**src/rtl/dram_pair_pkg.sv**
```systemverilog
// Shared types and helpers for the DRAM pair scheduler: default address width,
// arbiter FSM encoding and a constant-foldable ceil(log2) helper.
package dram_pair_pkg;

  localparam int ADDR_W_DEF = 58;

  typedef enum logic [0:0] {
    ARB     = 1'b0,
    ISSUE_L = 1'b1
  } dp_state_e;

  function automatic int dp_clog2(input int value);
    int result;
    result = 0;
    for (int i = 0; i < 31; i++) begin
      result = ((32'd1 << i) < value) ? (i + 1) : result;
    end
    return result;
  endfunction

endpackage

```
**src/rtl/dram_pair_scheduler_if.sv**
```systemverilog
// Request, TX_RD, RX_RD and paired-response signals of the DRAM pair scheduler.
// The scheduler takes the slave modport; the requester/AFU side takes master.
interface dram_pair_scheduler_if
  import dram_pair_pkg::*;
#(
  parameter int N_REQ  = 3,
  parameter int ID_W   = 2,
  parameter int ADDR_W = ADDR_W_DEF
);

  logic [N_REQ-1:0]        req_valid;
  logic [N_REQ*ADDR_W-1:0] req_addr_k;
  logic [N_REQ*ADDR_W-1:0] req_addr_l;
  logic [N_REQ-1:0]        req_ready;
  logic                    spl_tx_rd_almostfull;
  logic                    cor_tx_rd_valid;
  logic [ADDR_W-1:0]       cor_tx_rd_addr;
  logic                    io_rx_rd_valid;
  logic [511:0]            io_rx_data;
  logic                    rsp_valid;
  logic [ID_W-1:0]         rsp_id;
  logic [511:0]            rsp_data_k;
  logic [511:0]            rsp_data_l;

  modport master (
    output req_valid, req_addr_k, req_addr_l, spl_tx_rd_almostfull,
    output io_rx_rd_valid, io_rx_data,
    input  req_ready, cor_tx_rd_valid, cor_tx_rd_addr,
    input  rsp_valid, rsp_id, rsp_data_k, rsp_data_l
  );

  modport slave (
    input  req_valid, req_addr_k, req_addr_l, spl_tx_rd_almostfull,
    input  io_rx_rd_valid, io_rx_data,
    output req_ready, cor_tx_rd_valid, cor_tx_rd_addr,
    output rsp_valid, rsp_id, rsp_data_k, rsp_data_l
  );

endinterface

```
**src/rtl/dram_pair_tag_fifo.sv**
```systemverilog
// Synchronous FIFO holding requester IDs of pairs in flight, in issue order.
// Push on full and pop on empty are ignored.
module dram_pair_tag_fifo
  import dram_pair_pkg::*;
#(
  parameter  int WIDTH = 2,
  parameter  int DEPTH = 8,
  localparam int PTR_W = dp_clog2(DEPTH),
  localparam int CNT_W = PTR_W + 1
) (
  input  logic             clk,
  input  logic             rst,
  input  logic             clear,
  input  logic             push,
  input  logic [WIDTH-1:0] push_data,
  input  logic             pop,
  output logic [WIDTH-1:0] head,
  output logic             full,
  output logic             empty
);

  logic [WIDTH-1:0] mem_r [DEPTH];
  logic [PTR_W-1:0] wr_ptr_r;
  logic [PTR_W-1:0] rd_ptr_r;
  logic [CNT_W-1:0] count_r;
  logic             do_push_s;
  logic             do_pop_s;

  assign full      = (count_r == CNT_W'(DEPTH));
  assign empty     = (count_r == {CNT_W{1'b0}});
  assign head      = mem_r[rd_ptr_r];
  assign do_push_s = push & ~full;
  assign do_pop_s  = pop & ~empty;

  // Storage array; contents are don't-care until pushed
  always_ff @(posedge clk) begin
    if (do_push_s) begin
      mem_r[wr_ptr_r] <= push_data;
    end
  end

  // Pointers wrap naturally because DEPTH is a power of two
  always_ff @(posedge clk or posedge rst) begin
    if (rst) begin
      wr_ptr_r <= {PTR_W{1'b0}};
      rd_ptr_r <= {PTR_W{1'b0}};
      count_r  <= {CNT_W{1'b0}};
    end else if (clear) begin
      wr_ptr_r <= {PTR_W{1'b0}};
      rd_ptr_r <= {PTR_W{1'b0}};
      count_r  <= {CNT_W{1'b0}};
    end else begin
      if (do_push_s) wr_ptr_r <= wr_ptr_r + {{(PTR_W-1){1'b0}}, 1'b1};
      if (do_pop_s)  rd_ptr_r <= rd_ptr_r + {{(PTR_W-1){1'b0}}, 1'b1};
      case ({do_push_s, do_pop_s})
        2'b10:   count_r <= count_r + {{(CNT_W-1){1'b0}}, 1'b1};
        2'b01:   count_r <= count_r - {{(CNT_W-1){1'b0}}, 1'b1};
        default: count_r <= count_r;
      endcase
    end
  end

endmodule

```
**src/rtl/dram_pair_scheduler.sv**
```systemverilog
// Round-robin scheduler issuing (k, l) read pairs onto one DRAM read port and
// re-pairing in-order responses. Optional counters: define DRAM_PAIR_PERF_CNT_EN.
module dram_pair_scheduler
  import dram_pair_pkg::*;
#(
  parameter  int N_REQ   = 3,
  parameter  int ID_W    = 2,
  parameter  int MAX_OUT = 8,
  parameter  int ADDR_W  = ADDR_W_DEF,
  localparam int OUT_W   = dp_clog2(MAX_OUT) + 1
) (
  input  logic                  CLK_400M,
  input  logic                  spl_reset,
  input  logic                  clear,
  dram_pair_scheduler_if.slave  bus,
  output logic [OUT_W-1:0]      outstanding,
  output logic                  err_unexpected
`ifdef DRAM_PAIR_PERF_CNT_EN
  ,
  output logic [N_REQ*32-1:0]   perf_grant_cnt,
  output logic [31:0]           perf_stall_cyc
`endif
);

  dp_state_e         state_r;
  dp_state_e         state_nxt_s;
  logic [ID_W-1:0]   ptr_r;
  logic [ID_W-1:0]   winner_s;
  logic [ADDR_W-1:0] addr_k_s;
  logic [ADDR_W-1:0] addr_l_s;
  logic [ADDR_W-1:0] addr_l_r;
  logic [N_REQ-1:0]  ready_s;
  logic              grant_s;
  logic              tx_valid_r;
  logic [ADDR_W-1:0] tx_addr_r;
  logic              rx_phase_r;
  logic [511:0]      k_hold_r;
  logic              rsp_valid_r;
  logic [ID_W-1:0]   rsp_id_r;
  logic [511:0]      rsp_k_r;
  logic [511:0]      rsp_l_r;
  logic              pair_done_s;
  logic              dec_s;
  logic              tag_full_s;
  logic              tag_empty_s;
  logic [ID_W-1:0]   tag_head_s;

  assign bus.req_ready       = ready_s;
  assign bus.cor_tx_rd_valid = tx_valid_r;
  assign bus.cor_tx_rd_addr  = tx_addr_r;
  assign bus.rsp_valid       = rsp_valid_r;
  assign bus.rsp_id          = rsp_id_r;
  assign bus.rsp_data_k      = rsp_k_r;
  assign bus.rsp_data_l      = rsp_l_r;

  assign pair_done_s = bus.io_rx_rd_valid & rx_phase_r;
  assign dec_s       = pair_done_s & (outstanding != {OUT_W{1'b0}});

  // Round-robin winner: lowest valid index at/after ptr beats any wrapped index
  always_comb begin
    winner_s = {ID_W{1'b0}};
    addr_k_s = {ADDR_W{1'b0}};
    addr_l_s = {ADDR_W{1'b0}};
    for (int j = N_REQ - 1; j >= 0; j--) begin
      winner_s = (bus.req_valid[j] && (ID_W'(j) < ptr_r)) ? ID_W'(j) : winner_s;
    end
    for (int j = N_REQ - 1; j >= 0; j--) begin
      winner_s = (bus.req_valid[j] && (ID_W'(j) >= ptr_r)) ? ID_W'(j) : winner_s;
    end
    for (int j = 0; j < N_REQ; j++) begin
      addr_k_s = (winner_s == ID_W'(j)) ? bus.req_addr_k[j*ADDR_W +: ADDR_W] : addr_k_s;
      addr_l_s = (winner_s == ID_W'(j)) ? bus.req_addr_l[j*ADDR_W +: ADDR_W] : addr_l_s;
    end
  end

  // FSM next state and grant decision
  always_comb begin
    state_nxt_s = state_r;
    grant_s     = 1'b0;
    ready_s     = {N_REQ{1'b0}};
    case (state_r)
      ARB: begin
        if ((|bus.req_valid) && !bus.spl_tx_rd_almostfull &&
            (outstanding < OUT_W'(MAX_OUT)) && !tag_full_s && !clear) begin
          grant_s     = 1'b1;
          ready_s     = {{(N_REQ-1){1'b0}}, 1'b1} << winner_s;
          state_nxt_s = ISSUE_L;
        end else begin
          state_nxt_s = ARB;
        end
      end
      ISSUE_L: state_nxt_s = ARB;
      default: state_nxt_s = ARB;
    endcase
  end

  // Request side: FSM state, round-robin pointer, k then l on TX_RD
  always_ff @(posedge CLK_400M or posedge spl_reset) begin
    if (spl_reset) begin
      state_r    <= ARB;
      ptr_r      <= {ID_W{1'b0}};
      addr_l_r   <= {ADDR_W{1'b0}};
      tx_valid_r <= 1'b0;
      tx_addr_r  <= {ADDR_W{1'b0}};
    end else if (clear) begin
      state_r    <= ARB;
      ptr_r      <= {ID_W{1'b0}};
      addr_l_r   <= {ADDR_W{1'b0}};
      tx_valid_r <= 1'b0;
      tx_addr_r  <= {ADDR_W{1'b0}};
    end else begin
      state_r    <= state_nxt_s;
      tx_valid_r <= 1'b0;
      if (grant_s) begin
        ptr_r      <= (winner_s == ID_W'(N_REQ - 1)) ? {ID_W{1'b0}}
                                                     : winner_s + {{(ID_W-1){1'b0}}, 1'b1};
        addr_l_r   <= addr_l_s;
        tx_valid_r <= 1'b1;
        tx_addr_r  <= addr_k_s;
      end else if (state_r == ISSUE_L) begin
        // l goes out regardless of almostfull; the FIFO slack absorbs it
        tx_valid_r <= 1'b1;
        tx_addr_r  <= addr_l_r;
      end
    end
  end

  // Response side: pair beats by phase, tag with FIFO head, track credits
  always_ff @(posedge CLK_400M or posedge spl_reset) begin
    if (spl_reset) begin
      rx_phase_r     <= 1'b0;
      k_hold_r       <= 512'd0;
      rsp_valid_r    <= 1'b0;
      rsp_id_r       <= {ID_W{1'b0}};
      rsp_k_r        <= 512'd0;
      rsp_l_r        <= 512'd0;
      outstanding    <= {OUT_W{1'b0}};
      err_unexpected <= 1'b0;
    end else if (clear) begin
      rx_phase_r     <= 1'b0;
      k_hold_r       <= 512'd0;
      rsp_valid_r    <= 1'b0;
      rsp_id_r       <= {ID_W{1'b0}};
      rsp_k_r        <= 512'd0;
      rsp_l_r        <= 512'd0;
      outstanding    <= {OUT_W{1'b0}};
      err_unexpected <= 1'b0;
    end else begin
      rsp_valid_r <= 1'b0;
      if (bus.io_rx_rd_valid && !rx_phase_r) begin
        k_hold_r   <= bus.io_rx_data;
        rx_phase_r <= 1'b1;
        if (tag_empty_s) err_unexpected <= 1'b1;
      end else if (pair_done_s) begin
        rsp_valid_r <= 1'b1;
        rsp_id_r    <= tag_head_s;
        rsp_k_r     <= k_hold_r;
        rsp_l_r     <= bus.io_rx_data;
        rx_phase_r  <= 1'b0;
      end
      case ({grant_s, dec_s})
        2'b10:   outstanding <= outstanding + {{(OUT_W-1){1'b0}}, 1'b1};
        2'b01:   outstanding <= outstanding - {{(OUT_W-1){1'b0}}, 1'b1};
        default: outstanding <= outstanding;
      endcase
    end
  end

  dram_pair_tag_fifo #(
    .WIDTH (ID_W),
    .DEPTH (MAX_OUT)
  ) u_tag_fifo (
    .clk       (CLK_400M),
    .rst       (spl_reset),
    .clear     (clear),
    .push      (grant_s),
    .push_data (winner_s),
    .pop       (pair_done_s),
    .head      (tag_head_s),
    .full      (tag_full_s),
    .empty     (tag_empty_s)
  );

`ifdef DRAM_PAIR_PERF_CNT_EN
  // Per-requester grant counts and blocked-arbitration cycle count, wrapping
  always_ff @(posedge CLK_400M or posedge spl_reset) begin
    if (spl_reset) begin
      perf_grant_cnt <= {(N_REQ*32){1'b0}};
      perf_stall_cyc <= 32'd0;
    end else if (clear) begin
      perf_grant_cnt <= {(N_REQ*32){1'b0}};
      perf_stall_cyc <= 32'd0;
    end else begin
      for (int j = 0; j < N_REQ; j++) begin
        if (grant_s && (winner_s == ID_W'(j))) begin
          perf_grant_cnt[j*32 +: 32] <= perf_grant_cnt[j*32 +: 32] + 32'd1;
        end
      end
      if ((state_r == ARB) && (|bus.req_valid) && !grant_s) begin
        perf_stall_cyc <= perf_stall_cyc + 32'd1;
      end
    end
  end
`endif

endmodule

```
**src/flat_wrapper.sv**
```systemverilog
// flat-port wrapper written by rule: the top's interface ports become plain ports
module dram_pair_scheduler_flat import dram_pair_pkg::*;
#(
  parameter  int N_REQ   = 3,
  parameter  int ID_W    = 2,
  parameter  int MAX_OUT = 8,
  parameter  int ADDR_W  = ADDR_W_DEF,
  localparam int OUT_W   = dp_clog2(MAX_OUT) + 1
)
  (CLK_400M, spl_reset, clear, outstanding, err_unexpected, bus_req_valid, bus_req_addr_k, bus_req_addr_l, bus_spl_tx_rd_almostfull, bus_io_rx_rd_valid, bus_io_rx_data, bus_req_ready, bus_cor_tx_rd_valid, bus_cor_tx_rd_addr, bus_rsp_valid, bus_rsp_id, bus_rsp_data_k, bus_rsp_data_l);
  dram_pair_scheduler_if #(.N_REQ(N_REQ), .ID_W(ID_W), .ADDR_W(ADDR_W)) bus_i ();
  input  logic CLK_400M;
  input  logic spl_reset;
  input  logic clear;
  output logic [OUT_W-1:0] outstanding;
  output logic err_unexpected;
  input wire logic [$bits(bus_i.req_valid)-1:0] bus_req_valid;
  input wire logic [$bits(bus_i.req_addr_k)-1:0] bus_req_addr_k;
  input wire logic [$bits(bus_i.req_addr_l)-1:0] bus_req_addr_l;
  input wire logic [$bits(bus_i.spl_tx_rd_almostfull)-1:0] bus_spl_tx_rd_almostfull;
  input wire logic [$bits(bus_i.io_rx_rd_valid)-1:0] bus_io_rx_rd_valid;
  input wire logic [$bits(bus_i.io_rx_data)-1:0] bus_io_rx_data;
  output wire logic [$bits(bus_i.req_ready)-1:0] bus_req_ready;
  output wire logic [$bits(bus_i.cor_tx_rd_valid)-1:0] bus_cor_tx_rd_valid;
  output wire logic [$bits(bus_i.cor_tx_rd_addr)-1:0] bus_cor_tx_rd_addr;
  output wire logic [$bits(bus_i.rsp_valid)-1:0] bus_rsp_valid;
  output wire logic [$bits(bus_i.rsp_id)-1:0] bus_rsp_id;
  output wire logic [$bits(bus_i.rsp_data_k)-1:0] bus_rsp_data_k;
  output wire logic [$bits(bus_i.rsp_data_l)-1:0] bus_rsp_data_l;
  assign bus_i.req_valid = bus_req_valid;
  assign bus_i.req_addr_k = bus_req_addr_k;
  assign bus_i.req_addr_l = bus_req_addr_l;
  assign bus_i.spl_tx_rd_almostfull = bus_spl_tx_rd_almostfull;
  assign bus_i.io_rx_rd_valid = bus_io_rx_rd_valid;
  assign bus_i.io_rx_data = bus_io_rx_data;
  assign bus_req_ready = bus_i.req_ready;
  assign bus_cor_tx_rd_valid = bus_i.cor_tx_rd_valid;
  assign bus_cor_tx_rd_addr = bus_i.cor_tx_rd_addr;
  assign bus_rsp_valid = bus_i.rsp_valid;
  assign bus_rsp_id = bus_i.rsp_id;
  assign bus_rsp_data_k = bus_i.rsp_data_k;
  assign bus_rsp_data_l = bus_i.rsp_data_l;
  dram_pair_scheduler #(.N_REQ(N_REQ), .ID_W(ID_W), .MAX_OUT(MAX_OUT), .ADDR_W(ADDR_W)) u_core (.CLK_400M(CLK_400M), .spl_reset(spl_reset), .clear(clear), .bus(bus_i), .outstanding(outstanding), .err_unexpected(err_unexpected));
endmodule
```
**config.mk**
```make
export PLATFORM = sky130hd
export DESIGN_NAME = dram_pair_scheduler_flat
export DESIGN_NICKNAME = d
export VERILOG_FILES = /design/src/rtl/dram_pair_pkg.sv /design/src/rtl/dram_pair_scheduler_if.sv /design/src/rtl/dram_pair_tag_fifo.sv /design/src/rtl/dram_pair_scheduler.sv /design/src/flat_wrapper.sv
export SDC_FILE = /design/constraint.sdc
export NUM_CORES = 2
export LEC_CHECK = 0
export CORE_AREA = 5 5 760 762
export DETAILED_ROUTE_END_ITERATION = 8
export DIE_AREA = 0 0 765 767
export PLACE_DENSITY = 0.3
export SLEW_MARGIN = 20
export SYNTH_ARGS = -nofsm -noshare
export SYNTH_HDL_FRONTEND = slang
export SYNTH_SLANG_ARGS = --single-unit
```
**constraint.sdc**
```tcl
create_clock -name CLK_400M -period 80.7 [get_ports CLK_400M]
set_input_delay 16.14 -clock CLK_400M [delete_from_list [all_inputs] [get_ports CLK_400M]]
set_output_delay 16.14 -clock CLK_400M [all_outputs]
set_load 0.02 [all_outputs]
```
# Word-level counts from Yosys, hierarchy flattened
# Memories as Yosys holds them, arrays and structs flattened.
# Cells that the tools add are included.
[word_totals]
reg_bits = 1675
mem_bits_rw = 16
output_inout_bits = 1094
elab_cells = 137
n_memories = 1
[memory_table]
columns = ["name", "words", "word_bits", "read_ports", "rd_ports_with_merged_regs", "write_ports", "line_no", "source"]
rows = [
  ["u_core.u_tag_fifo.mem_r", 8, 2, 1, 0, 1, "dram_pair_tag_fifo.sv:22", "logic [WIDTH-1:0] mem_r [DEPTH];"],
]
[op_classes]
add_sub_neg = 7
magnitude_cmp = 7
n_eq_ne = 8
n_shift = 1
mux = 59
bitwise_logic = 7
reduce_logical = 31
[op_table]
columns = ["op", "n"]
rows = [
  ["$mux W512", 8],
  ["$mux W58", 11],
  ["$mux W2", 12],
  ["$mux W3", 6],
  ["$mux W1", 17],
  ["$pmux W4 S2", 2],
  ["$reduce_bool A2 Y1", 6],
  ["$reduce_bool A3 Y1", 4],
  ["$logic_and A1 B1 Y1", 11],
  ["$add A4 B1 Y4 const B", 2],
  ["$mux W4", 2],
  ["$sub A4 B1 Y4 const B", 2],
  ["$add A3 B1 Y3 const B", 2],
  ["$eq A2 B1 Y1 const B", 3],
  ["$eq A2 B2 Y1 const B", 3],
  ["$and A1 B1 Y1", 4],
  ["$eq A4 B4 Y1 const B", 1],
  ["$ge A1 B2 Y1 const A", 2],
  ["$logic_not A1 Y1", 4],
  ["$logic_not A4 Y1", 1],
  ["$lt A1 B2 Y1 const A", 2],
  ["$lt A4 B4 Y1 const B", 1],
  ["$reduce_and A2 Y1", 2],
  ["$reduce_bool A4 Y1", 1],
  ["9 further kinds", 11],
]

# Longest topological paths before layout
[depth]
word_depth = 14
depth_mapped = 11
mapped_depth_nobuf = 9

# Cells and area by module
# A second synthesis with hierarchy kept.
[unflattened]
hier_cells = 6567
area_unflattened_um2 = 66924.2
[modules_own_cells]
columns = ["mod", "n_inst", "cells_per_inst", "area_each_um2", "seq_area_each_um2"]
rows = [
  ["dram_pair_scheduler", 1, 6463, 65572.9, 41665.0],
  ["dram_pair_tag_fifo", 1, 104, 1351.3, 730.7],
]

# Least setup slack after synthesis
# Ideal clock, no wire load.
[synth_path]
kind = "input to output"
start = "input port clear"
end = "output port bus_req_ready[1]"
arrival_ps = 17275
setup_slack_ps = 47285
path_stages = 6
n_path_buf = 2
path_cell_list = "nor3_1 nand4bb_1 buf_4 inv_4 and3_1 clkbuf_1"
[synth_between]
elab_chain_len = 4
[synth_rtl]
columns = ["item", "line_no", "source"]
rows = [
  ["start: declaration", "flat_wrapper.sv:14", "input logic clear;"],
  ["$logic_not A1 Y1", "dram_pair_scheduler.sv:84", "(outstanding < OUT_W'(MAX_OUT)) && !tag_full_s && !clear) begin"],
  ["$logic_and A1 B1 Y1", "dram_pair_scheduler.sv:84", ""],
  ["$mux W3", "dram_pair_scheduler.sv:83", "if ((|bus.req_valid) && !bus.spl_tx_rd_almostfull &&"],
  ["$mux W3", "dram_pair_scheduler.sv:81", "case (state_r)"],
  ["end: declaration", "flat_wrapper.sv:23", "output wire logic [$bits(bus_i.req_ready)-1:0] bus_req_ready;"],
]
# Every way passes these cells.

# Worst setup path in the final report
[layout_path]
start = "input port bus_req_valid[0]"
end = "output port bus_req_ready[1]"
[layout_between]
elab_chain_len = 8
elab_cells_between_ends = 14
[layout_rtl]
columns = ["item", "line_no", "source"]
rows = [
  ["start: declaration", "flat_wrapper.sv:17", "input wire logic [$bits(bus_i.req_valid)-1:0] bus_req_valid;"],
  ["$logic_and A1 B1 Y1", "dram_pair_scheduler.sv:65", "winner_s = (bus.req_valid[j] && (ID_W'(j) < ptr_r)) ? ID_W'(j) : winner_s;"],
  ["$mux W2", "dram_pair_scheduler.sv:65", ""],
  ["$mux W2 (3 in a row)", "dram_pair_scheduler.sv:68", "winner_s = (bus.req_valid[j] && (ID_W'(j) >= ptr_r)) ? ID_W'(j) : winner_s;"],
  ["$shl A1 B2 Y3", "dram_pair_scheduler.sv:86", "ready_s = {{(N_REQ-1){1'b0}}, 1'b1} << winner_s;"],
  ["$mux W3 *", "dram_pair_scheduler.sv:83", ""],
  ["$mux W3 *", "dram_pair_scheduler.sv:81", ""],
]
# Every way passes the cells marked *; elsewhere a longest branch is shown, timed or not.

==> metrics.yaml <==
routing:
  drc_errors: 0
  postRouteAntennaNets: 0
  vias: 58700
  first_pass_iters: 9
  wirelength_um: 463000
  vias_per_cell: 3.68
  wl_per_cell_um: 29.1
  drtIter0Drc: 3999
cts:
  clock_latency_ns: 0.96
  htreeDepth: 4
  cts_root_buffer: "clkbuf_16"
  clock_sink_count: 1691
  clk_pin_slew_ns: 0.06
  post_cts_buffers: 0
  cts_tree: "done"
  cts_resized: 0
  cts_hold_buf: 0
  numCtsBuffers: 228
  clockBufferDepth: 4
yosys:
  yosysWarnings: 0
  synth_edf_count: 16
  synth_mux_area_share_pct: 0.231
  synth_top_family_by_area: "compound AO/OA/AOI/OAI gates"
  synth-xor-area-share_pct: 0.120
  netlist_area_sq_um: 65500
  synth_seq_cells: 1691
  ys_top_cells_by_area: "dfrtp_1 64%, nand2_1 12%, a21oi_1 7.9%"
  async_reset_ff_share_pct: 99.1
  synth-simple-area-share_pct: 13.1
  yosysTopAreaCellShare_pct: 63.9
  synth_top_area_cell: "dfrtp_1"
  synth_fa_ha_area_share_pct: 0.115
  ys_types: 52
  syn_avg_cell_area_sq_um: 10.3
  synth_nets: 7266
  synth-seq-area-share_pct: 64.7
  netlist_instances: 6392
  ys.flop_type: "dfrtp_1"
  synth_compound_area_share_pct: 18.6
global_route:
  grt_max_degree: 194
  grtUsageTotal_pct: 15.1
  antenna_found_initial: 153
  grt_pass1_vias: 60200
  grt_pass1_wl_um: 605000
  grt_remaining_overflow: 0
worst_setup_path:
  crit_type: "in -> out"
  worstReg2RegStart: "u_core.rx_phase_r"
  crit_top_cell: "clkdlybuf4s50_1"
  worst_setup_path_end_kind: "output pin"
  cpMaxStageDelayCell: "clkdlybuf4s50_1"
  crit_arrival_ns: 19.55
  critPathMaxFanout: 35
  cp_top_family: "buffers and inverters"
  crit_chain: "clkdlybuf4s50_1, nor3_1, nand4bb_4, inv_4, and3_1, clkdlybuf4s50_1"
  max_stage_delay_ns: 0.74
  reg2reg_slack_ns: 74.91
  cp_num_buf_inv: 3
  crit_start: "bus_req_valid[0]"
  start_kind: "input pin"
  required_ns: 64.56
floorplan:
  core_sq_um: 571000
  placementRows: 278
  start_util_pct: 11.5
  chipHeight_um: 767
  io_pins: 1962
  die_w_um: 765
  dieArea_sq_um: 587000
cells_and_area:
  syn_to_final_growth_pct: 54.7
  drive_gt1_share_pct: 6.10
  nets: 9020
  layoutNonFillerInstCount: 15900
pwr:
  finalPower_w: 0.00228
  power.leakage_nw: 40.0
  ir_worst_vdd_mv: 0.0186
  p_per_area_nw_per_um2: 22.5
run_status:
  status: "finished clean"
timing:
  hold_viol_final: 0
  min_period_over_period_pct: 44.2
  rsz0062_at_grt: "false"
  setup_viol: 0
  slew_violations: 0
  maxSlewHeadroom_pct: 7.50
  final.setup.tns_ns: 0
  skew_ns: 0.0792
  tightest_slew_ns: 1.39
  max_freq_mhz: 28.0
  period_needed_ns: 35.69
place:
  numPortBuffers: 1961
  dp.cells: 15500
  gp_routability_congestion: 0.944
  hpwl_um: 362000
worst_hold_path:
  worstHoldStart: "u_core.k_hold_r[221]"
  hold_path_class: "reg -> reg"
run:
  maxCapViolations: 0
routing by layer:
layer	routed length (um)	global-route usage, %	vias to the layer above
met5	335	0	-
met4	14000	4.09	52
met3	49600	6.53	580
met2	201000	23.1	2276
met1	198000	19.2	30200
li1	-	-	25500
per-stage QoR:
step / utilization (%) / hold slack [ns] / cell area (sq um) / worst slack, ns
final: 17.8 / 0.447 / 101000 / 45.01
after global routing: 17.8 / 0.464 / 101000 / 44.91
after CTS: 17.7 / 0.438 / 101000 / 45.03
after detailed placement: 16.4 / 0.466 / 93600 / 45.03
after global placement: 16.4 / 0.463 / 93600 / 45.06
after floorplan: - / 0.444 / 65500 / 17.29
cell families (layout without fill, tap and decap cells):
group / after synthesis / after routing
compound gates: 1886 / 1886
other cells: 0 / 34
fa+ha+maj: 6 / 6
simple gates: 2243 / 2243
mux: 10 / 10
xor+xnor: 9 / 9
flops: 1691 / 1691
buf+inv: 547 / 2484
cell type report:
type                       instances  area, sq um
clock inverter                    75          982
clock buffer                     338         6720
multi-input combinational       4154        21200
antenna                           34         85.1
inverter                           8         40.0
timing repair buffer            2063        20600
fill                           63300       469000
tap                             7560         9460
sequential                      1691        42400
power by group:
| part | total, W | leakage (nW) | switching, W | internal (W) |
|---|---|---|---|---|
| combinational | 0.000304 | 13.2 | 0.000194 | 0.000110 |
| sequential | 0.000918 | 23.0 | 0.0000277 | 0.000890 |
| clock | 0.00106 | 3.78 | 0.000438 | 0.000620 |
placed cells by master, fill, tap and decap left out, types with 5 or more instances in the layout:
cell type / count
clkdlybuf4s50_1: 1946
buf_4: 98
a22oi_1: 10
edfxtp_1: 16
a21oi_1: 1027
dfrtp_1: 1675
clkbuf_1: 50
mux2i_1: 5
xnor2_1: 6
nand2_1: 2113
o22a_1: 58
nor2_1: 70
clkinvlp_4: 5
clkinv_16: 8
clkinv_2: 38
o221ai_1: 48
nor3_1: 9
a31oi_1: 53
bufinv_16: 14
a211oi_1: 21
a22o_1: 514
and3_1: 22
clkbuf_8: 60
o22ai_1: 10
clkbuf_16: 228
ha_1: 6
a222oi_1: 27
diode_2: 34
buf_12: 12
o21ai_0: 83
a32oi_1: 20
cell usage after synthesis, types with 2 or more instances:
library cell	instances
nand2_1	2114
dfrtp_1	1675
a21oi_1	1029
a22o_1	514
clkbuf_1	508
o21ai_0	84
nor2_1	70
o22a_1	58
a31oi_1	53
o221ai_1	48
a222oi_1	27
a211oi_1	23
and3_1	23
a32oi_1	20
buf_2	16
edfxtp_1	16
buf_1	14
a22oi_1	10
o22ai_1	10
nor3_1	9
ha_1	6
xnor2_1	6
and2_1	5
inv_1	5
mux2i_1	5
mux4_2	4
nor2b_1	4
a31o_2	3
nand2b_1	3
nor3b_1	3
nor4_1	3
xor2_1	3
a21o_1	2
path summary, 6_finish.rpt:
| kind | endpoint | cells after the start |
|---|---|---|
| max in group asynchronous | u_core.bus.rsp_data_l[480] | 6 |
| hold / removal | u_core.bus.rsp_data_k[221] | 2 |
| setup / recovery | bus_req_ready[1] | 6 |
| min in group asynchronous | u_core.bus.cor_tx_rd_addr[50] | 2 |
| hold reg to reg | u_core.bus.rsp_data_k[221] | 2 |
| setup reg to reg | u_core.bus.rsp_data_k[100] | 9 |
sequential cells by signal, summed over array words and instances, names as in the netlist, 3 cells and up:
register and count:
u_core.bus.rsp_data_k 512, u_core.bus.rsp_data_l 512, u_core.k_hold_r 512, u_core.addr_l_r 58, u_core.bus.cor_tx_rd_addr 58, u_core.u_tag_fifo.mem_r 16
u_core.outstanding 4, u_core.u_tag_fifo.count_r 4, u_core.u_tag_fifo.rd_ptr_r 3, u_core.u_tag_fifo.wr_ptr_r 3
worst reg2reg max path, delay by kind of cell, from the launching register on:
family                 cells  cell delay [ns]
buffers and inverters      6             4.17
AND/OR/NAND/NOR            2             0.90
flip-flops                 1             0.43
AO/OA/AOI/OAI              1             0.16
Power figures use the tool's default switching activity.
